### src/rtl/action_encoder.sv
// -----------------------------------------------------------------------------
// action_encoder
//
// Source end of the player action interface. Collects block/reload/shoot
// button presses during a fixed round window and issues one one-hot action
// per round to the bullet counter. The chosen action is legalised against the
// bullet count, so the counter is never handed a move it would have to ignore.
//
// Action encoding: 001 block, 010 reload, 100 shoot, 000 no action.
//
// Ports
//   clk            system clock
//   rst            synchronous, active-high reset
//   start          level; begins rounds when idle
//   stop           level; ends the match and returns to idle (wins over start)
//   btn_block      block button, active-high
//   btn_reload     reload button, active-high
//   btn_shoot      shoot button, active-high
//   num_bullets    bullet count fed back from the bullet counter (0..3)
//   action         one-hot action, non-zero only in the COMMIT cycle
//   round_tick     1-cycle pulse coincident with action
//   choice_locked  a press has been captured in the current round
//   round_active   high in COLLECT and COMMIT
//
// Optional feature (macro ACTION_SYNC_EN):
//   defined   - each button passes through a 2-flop synchroniser before edge
//               detection (button-to-capture latency 3 cycles); an edge that
//               reaches the detector in COMMIT is carried into the next round.
//   undefined - buttons are synchronous to clk, one edge-detect register per
//               button (button-to-capture latency 1 cycle).
//
// State table
//   IDLE    | waiting for start; timer and choice held at 0
//   COLLECT | round window open, timer counting, first press locks the choice
//   COMMIT  | single cycle issuing the legalised action and round_tick
// -----------------------------------------------------------------------------
module action_encoder #(
  parameter int ROUND_CYCLES = 100000000
) (
  input  logic       clk,
  input  logic       rst,
  input  logic       start,
  input  logic       stop,
  input  logic       btn_block,
  input  logic       btn_reload,
  input  logic       btn_shoot,
  input  logic [1:0] num_bullets,
  output logic [2:0] action,
  output logic       round_tick,
  output logic       choice_locked,
  output logic       round_active
);

  localparam int TW = $clog2(ROUND_CYCLES);
  localparam logic [TW-1:0] TIMER_LAST = TW'(ROUND_CYCLES - 1);

  localparam logic [2:0] ACT_NONE   = 3'b000;
  localparam logic [2:0] ACT_BLOCK  = 3'b001;
  localparam logic [2:0] ACT_RELOAD = 3'b010;
  localparam logic [2:0] ACT_SHOOT  = 3'b100;

  typedef enum logic [1:0] {
    IDLE    = 2'd0,
    COLLECT = 2'd1,
    COMMIT  = 2'd2
  } state_t;

  state_t          state_q, state_d;
  logic [TW-1:0]   timer_q, timer_d;
  logic [2:0]      choice_q, choice_d;

  // Button vector uses the same bit positions as the action encoding.
  logic [2:0] btn_raw;
  logic [2:0] btn_det;
  logic [2:0] btn_prev_q;
  logic [2:0] rise;
  logic [2:0] press_enc;
  logic [2:0] choice_eff;
  logic [2:0] choice_legal;

  assign btn_raw = {btn_shoot, btn_reload, btn_block};

`ifdef ACTION_SYNC_EN
  logic [2:0] btn_sync1_q;
  logic [2:0] btn_sync2_q;

  // Synchroniser and edge register all preload with the raw levels so a
  // button held through reset never looks like a fresh press.
  always_ff @(posedge clk) begin
    if (rst) begin
      btn_sync1_q <= btn_raw;
      btn_sync2_q <= btn_raw;
      btn_prev_q  <= btn_raw;
    end else begin
      btn_sync1_q <= btn_raw;
      btn_sync2_q <= btn_sync1_q;
      btn_prev_q  <= btn_sync2_q;
    end
  end

  assign btn_det = btn_sync2_q;
`else
  always_ff @(posedge clk) begin
    btn_prev_q <= btn_raw;
  end

  assign btn_det = btn_raw;
`endif

  assign rise = btn_det & ~btn_prev_q;

  // Simultaneous edges resolve block > shoot > reload.
  always_comb begin
    press_enc = ACT_NONE;
    if (rise[0]) begin
      press_enc = ACT_BLOCK;
    end else if (rise[2]) begin
      press_enc = ACT_SHOOT;
    end else if (rise[1]) begin
      press_enc = ACT_RELOAD;
    end
  end

  // Unpressed rounds default to block; moves the counter cannot honour
  // (shoot on empty, reload when full) are downgraded to block.
  always_comb begin
    choice_eff   = (choice_q == ACT_NONE) ? ACT_BLOCK : choice_q;
    choice_legal = choice_eff;
    if (choice_eff == ACT_SHOOT && num_bullets == 2'd0) begin
      choice_legal = ACT_BLOCK;
    end else if (choice_eff == ACT_RELOAD && num_bullets == 2'd3) begin
      choice_legal = ACT_BLOCK;
    end
  end

  always_ff @(posedge clk) begin
    if (rst) begin
      state_q  <= IDLE;
      timer_q  <= '0;
      choice_q <= ACT_NONE;
    end else begin
      state_q  <= state_d;
      timer_q  <= timer_d;
      choice_q <= choice_d;
    end
  end

  always_comb begin
    state_d    = state_q;
    timer_d    = timer_q;
    choice_d   = choice_q;
    action     = ACT_NONE;
    round_tick = 1'b0;

    case (state_q)
      IDLE: begin
        timer_d  = '0;
        choice_d = ACT_NONE;
        if (start && !stop) begin
          state_d = COLLECT;
        end
      end

      COLLECT: begin
        if (stop) begin
          state_d  = IDLE;
          timer_d  = '0;
          choice_d = ACT_NONE;
        end else begin
          timer_d = timer_q + TW'(1);
          if (choice_q == ACT_NONE) begin
            choice_d = press_enc;
          end
          if (timer_q == TIMER_LAST) begin
            state_d = COMMIT;
            timer_d = '0;
          end
        end
      end

      COMMIT: begin
        action     = choice_legal;
        round_tick = 1'b1;
        timer_d    = '0;
        choice_d   = ACT_NONE;
        if (stop) begin
          state_d = IDLE;
        end else begin
          state_d = COLLECT;
`ifdef ACTION_SYNC_EN
          // The synchroniser delays edges; one landing here belongs to the
          // round that opens next cycle rather than being lost.
          choice_d = press_enc;
`endif
        end
      end

      default: begin
        state_d  = IDLE;
        timer_d  = '0;
        choice_d = ACT_NONE;
      end
    endcase
  end

  assign choice_locked = (choice_q != ACT_NONE);
  assign round_active  = (state_q != IDLE);

endmodule

### config.mk
export PLATFORM = sky130hd
export DESIGN_NAME = action_encoder
export DESIGN_NICKNAME = d
export VERILOG_FILES = /design/src/rtl/action_encoder.sv
export SDC_FILE = /design/constraint.sdc
export NUM_CORES = 1
export LEC_CHECK = 0
export BUFFER_PORTS_ARGS = -buffer_cell sky130_fd_sc_hd__clkbuf_2
export CAP_MARGIN = 20
export CORE_MARGIN = 1
export CORE_UTILIZATION = 36
export CTS_CLUSTER_SIZE = 24
export DETAILED_ROUTE_END_ITERATION = 8
export PLACE_DENSITY = 0.59
export SLEW_MARGIN = 10
export SYNTH_ARGS = -nofsm -noshare
export SYNTH_HDL_FRONTEND = slang
export SYNTH_SLANG_ARGS = --single-unit
### constraint.sdc
create_clock -name clk -period 1.5 [get_ports clk]
set_input_delay 0 -clock clk [delete_from_list [all_inputs] [get_ports clk]]
set_output_delay 0 -clock clk [all_outputs]
set_load 0.01 [all_outputs]
# Word level (Yosys, flattened, before mapping)
# Index checks and enable logic that the tools add are counted.
dict set report op_classes {
  mux 13
  n_addsub 1
  n_eq_ne 8
  bitwise 3
  reduce_logical 12
}
# op count
set ops {}
lappend ops {{$add A27 B1 Y27 const B} 1}
lappend ops {{$eq A27 B27 Y1 const B} 1}
lappend ops {{$mux W3} 6}
lappend ops {{$mux W2} 4}
lappend ops {{$pmux W2 S3} 1}
lappend ops {{$eq A2 B2 Y1 const B} 2}
lappend ops {{$logic_not A2 Y1} 2}
lappend ops {{$reduce_or A4 Y1} 1}
lappend ops {{$and A3 B3 Y3} 1}
lappend ops {{$eq A3 B2 Y1 const B} 1}
lappend ops {{$eq A3 B3 Y1 const B} 1}
lappend ops {{$logic_and A1 B1 Y1} 3}
lappend ops {{$logic_not A3 Y1} 1}
lappend ops {{$ne A3 B3 Y1 const B} 1}
lappend ops {{$not A3 Y3} 1}
lappend ops {{$reduce_bool A3 Y1} 1}
lappend ops {{$reduce_or A3 Y1} 1}
lappend ops {{$eq A2 B1 Y1 const B} 1}
lappend ops {{$mux W1} 2}
lappend ops {{$ne A2 B2 Y1 const B} 1}
lappend ops {{$reduce_and A2 Y1} 1}
lappend ops {{$reduce_bool A2 Y1} 1}
lappend ops {{$logic_not A1 Y1} 1}
lappend ops {{$not A1 Y1} 1}
dict set report totals {
  regBits 35
  word_cells 41
  input_bits 9
  out_inout_bits 6
}

# Longest topological paths before layout
dict set report logic_depth {
  word_depth 7
  depth_mapped 7
  ltp_nobuf 6
}

# Worst setup path after synthesis
# OpenSTA, ideal clock, no wires.
dict set report synth_timing {
  kind {reg-to-reg}
  startpoint {register timer_q[0]}
  endpoint {register timer_q[11]}
  path_stages_with_launch 8
  setup_time_ps 115
  slack_ps -67
  n_path_buf 1
  arrival_time_ps 1452
  synth_period_minus_slack_ps 1567
  path_cell_list {dfxtp_1 ha_1 nand4_2 nor2_1 nand4_2 nand2_2 buf_6 nor2_1}
}
dict set report synth_between {
  elab_chain_cells 2
}
# item line_no
set synth_rtl {}
lappend synth_rtl {{start, declared} 69} ;# logic [TW-1:0] timer_q, timer_d;
lappend synth_rtl {{start signal, assigned} 143} ;# timer_q <= timer_d;
lappend synth_rtl {{parallel branches: the longest is 2 deep, another holds $add A27 B1 Y27} --}
# Parallel ways; which one is timed is not known.
# A chain may end at the register's enable or synchronous reset.

# Worst setup path after layout
dict set report layout_timing {
  startpoint {register timer_q[0]}
  endpoint {register timer_q[20]}
}
# Same word-level chain as after synthesis.

==> out/qor.csv <==
metric,value,unit
hold path depth,3,
Core ar.,4144,sq um
clk slew on worst S/H paths,70,ps
Worst EP required,1690,ps
total of max-cap violations,0,
Finished Cell Area,2333,sq um
first-pass GRT wire length,5.802,mm
status,"complete, no violations",
Tcrit/Tclk final,98.53,%
Final Skew,4.068,ps
Clock Latency Late Sink,290,ps
PwrDens,747.7,nW/um^2
Rows,23,
Top Ports,15,
die width,68.93,um
FMAX,0.6766,GHz
max_slew headroom,82.34,%
Sequential Power Share,53.8,%
kind of critical path,reg -> reg,
leakage power,0.9247,nW
"Arr. time, crit path",1660,ps
layout cells sized above 1,39.75,%
Die Ht,68.93,um
CTS Buf Count,5,
register area share after synthesis,43.44,%
final core utilization,56.31,%
"leading cell types in the layout, fill and taps excluded","nor2_1, buf_4, dfxtp_1",
largest net degree at the start of global routing,15,
Initial Util,38.92,%
final count of pins violating max slew,0,
switching power,0.3560,mW
Port Buffers,14,
Final Hold Viols,0,
R2R Path End,timer_q[20],
crit path cell chain,ha_4 -> nand4_4 -> nor4_4 -> nand2_1 -> xor2_1 -> nor2_1,
Synth area leader,dfxtp_1,
GR Overflow Total,0,
Routed Antenna Nets,0,
syn nets,189,
Synth Warn #,0,
placer congestion estimate,0.7842,
TritonCTS clock tree,built,
Sink Count,35,
slowest cell on the critical path,nor4_4,
DR pass1 iterations,4,
crit path launch type,register,
DRC Markers,0,
number of synthesized register bits,35,
share of flip-flops with an asynchronous set or reset,0,%
Comb power frac,3.4,%
switch share,20.40,%
Slew @ Worst Pin,262.9,ps
hold path start,start,
Routed wire per std cell,12.45,um
Worst Reg-to-Reg Cells,6,
root buffer cell,clkbuf_8,
"Cell Area, Placed",2002,sq um
Clock H-tree levels,2,
RSZ-0062 raised after global routing,yes,
internal power,1.389,mW
syn_area_per_cell,9.010,sq um
synth top area cells,"dfxtp_1, nor2_1, xor2_1",
GRT Resource Usage Total,17.17,%
Ant. Diodes,0,
worst r2r src,timer_q[0],
Main synth FF type,dfxtp_1,
vias,1428,
max incr delay on CP,370,ps
post-route minimum period,1478,ps
crit end category,register,
top-area cell type share of the netlist area,43.44,%
die area,4751,sq um
Nets,248,
FF-to-FF setup slack,20,ps
Post-synth EDFFs,0,
deepest clock path buffer count,2,
HP Class,in -> reg,
Mapped Cells,179,
end of the worst hold path,state_q[0],
DRT iter0 DRCs,71,
drt via density,4.941,
WHS,39.81,ps
Final Power,1.745,mW
final setup fails,0,
P&R area growth vs syn,44.69,%
number of global-route vias before repair,1282,
worst vdd ir,0.3879,mV
crit path max fanout,5,
Setup TNS,0,ps
Total Wirelength,3.598,mm
Netlist cell types,37,
Clk network pwr share,42.8,%
Mapped Area,1613,sq um
dpl hpwl,2.548,mm
Fillers,397,
initial antenna violation count,0,
routing by layer:
metal  GRT usage (%)  wire length (um)
met3           5.428                85
met4           7.398                63
met2           25.61              1722
met1           22.53              1727
met5               0                 0
cell families (layout without fill, tap and decap cells):
logic type               after synthesis  after routing  synth area share [%]
AND/OR/NAND/NOR                      102            102                 35.69
adder cells (fa/ha/maj)                1              1                0.7757
flip-flops                            35             35                 43.44
buffers and inverters                  7             67                 2.560
XOR/XNOR                              23             23                 12.49
AO/OA/AOI/OAI                         11             11                 5.043
how the worst max path moves through the flow:
| stage | startpoint | to | slack [ps] | cells past startpoint |
|---|---|---|---|---|
| final | timer_q[0] | timer_q[20] | 20 | 6 |
| after global routing | timer_q[0] | timer_q[18] | -90 | 6 |
| after CTS | timer_q[0] | timer_q[17] | 6 | 7 |
| after detailed placement | timer_q[0] | timer_q[14] | -60 | 7 |
| after global placement | timer_q[0] | timer_q[14] | -80 | 7 |
| after floorplan | timer_q[0] | timer_q[11] | 9 | 7 |
layout make-up:
class | instances | area, sq um | share of cell area [%]
Inverter | 4 | 15.01 | 0.6434
Clock buffer | 8 | 100.1 | 4.290
Tap cell | 50 | 62.56 | 2.681
Timing Repair Buffer | 55 | 436.7 | 18.71
Multi-Input combinational cell | 137 | 1010 | 43.27
Sequential cell | 35 | 709.4 | 30.40
timing repair:
item | in CTS | in global routing
setup buffers | 1 | 3
hold buffers | 5 | 0
gates resized for setup | 4 | 28
cloned | 0 | 1
setup endpoints to repair | 18 | 28
pin swaps | 4 | 9
endpoints found under the hold margin | 4 | 0
stage by stage:
step / setup WS (ps) / std cells
6_report: 22.06 / 289
5_1_grt: -90.20 / 289
4_1_cts: 6.054 / 285
3_5_place_dp: -63.17 / 271
3_3_place_gp: -76.86 / 271
2_1_floorplan: 9.343 / 179
sequential cells by signal, indices dropped and copies added (netlist names):
name,count
choice_q,3
state_q,2
timer_q,27
btn_prev_q,3
power by group through the flow:
stage               Clock (mW)  Sequential [mW]  Combinational, mW
floorplan                    0            0.959             0.0207
detailed placement           0            0.960             0.0433
CTS                      0.777            0.939             0.0555
global placement             0            0.960             0.0434
finish                   0.747            0.939             0.0588
global route             0.808            0.939             0.0655
synth_stat cells (2+ instances only):
cell type	n
buf_6	2
nor2_1	40
o311a_1	2
a31oi_1	3
nand4_2	3
xor2_1	13
nand2_1	7
inv_1	4
nand2b_1	3
nor3b_1	2
nor4_2	2
xnor2_1	10
nand3_1	13
a21oi_1	2
nor3_1	3
nor2b_1	2
and3_1	4
nand4_1	8
nor2_2	2
or2_2	2
dfxtp_1	35
nor4b_1	2
critical path, delay by kind of cell, from the launching register on:
family / cells / cell delay [ps]
adders and majority gates: 1 / 150
and+or+nand+nor: 4 / 710
xor gates and xnor gates: 1 / 160
DFF: 1 / 350
(Power assumes the default switching activity.)
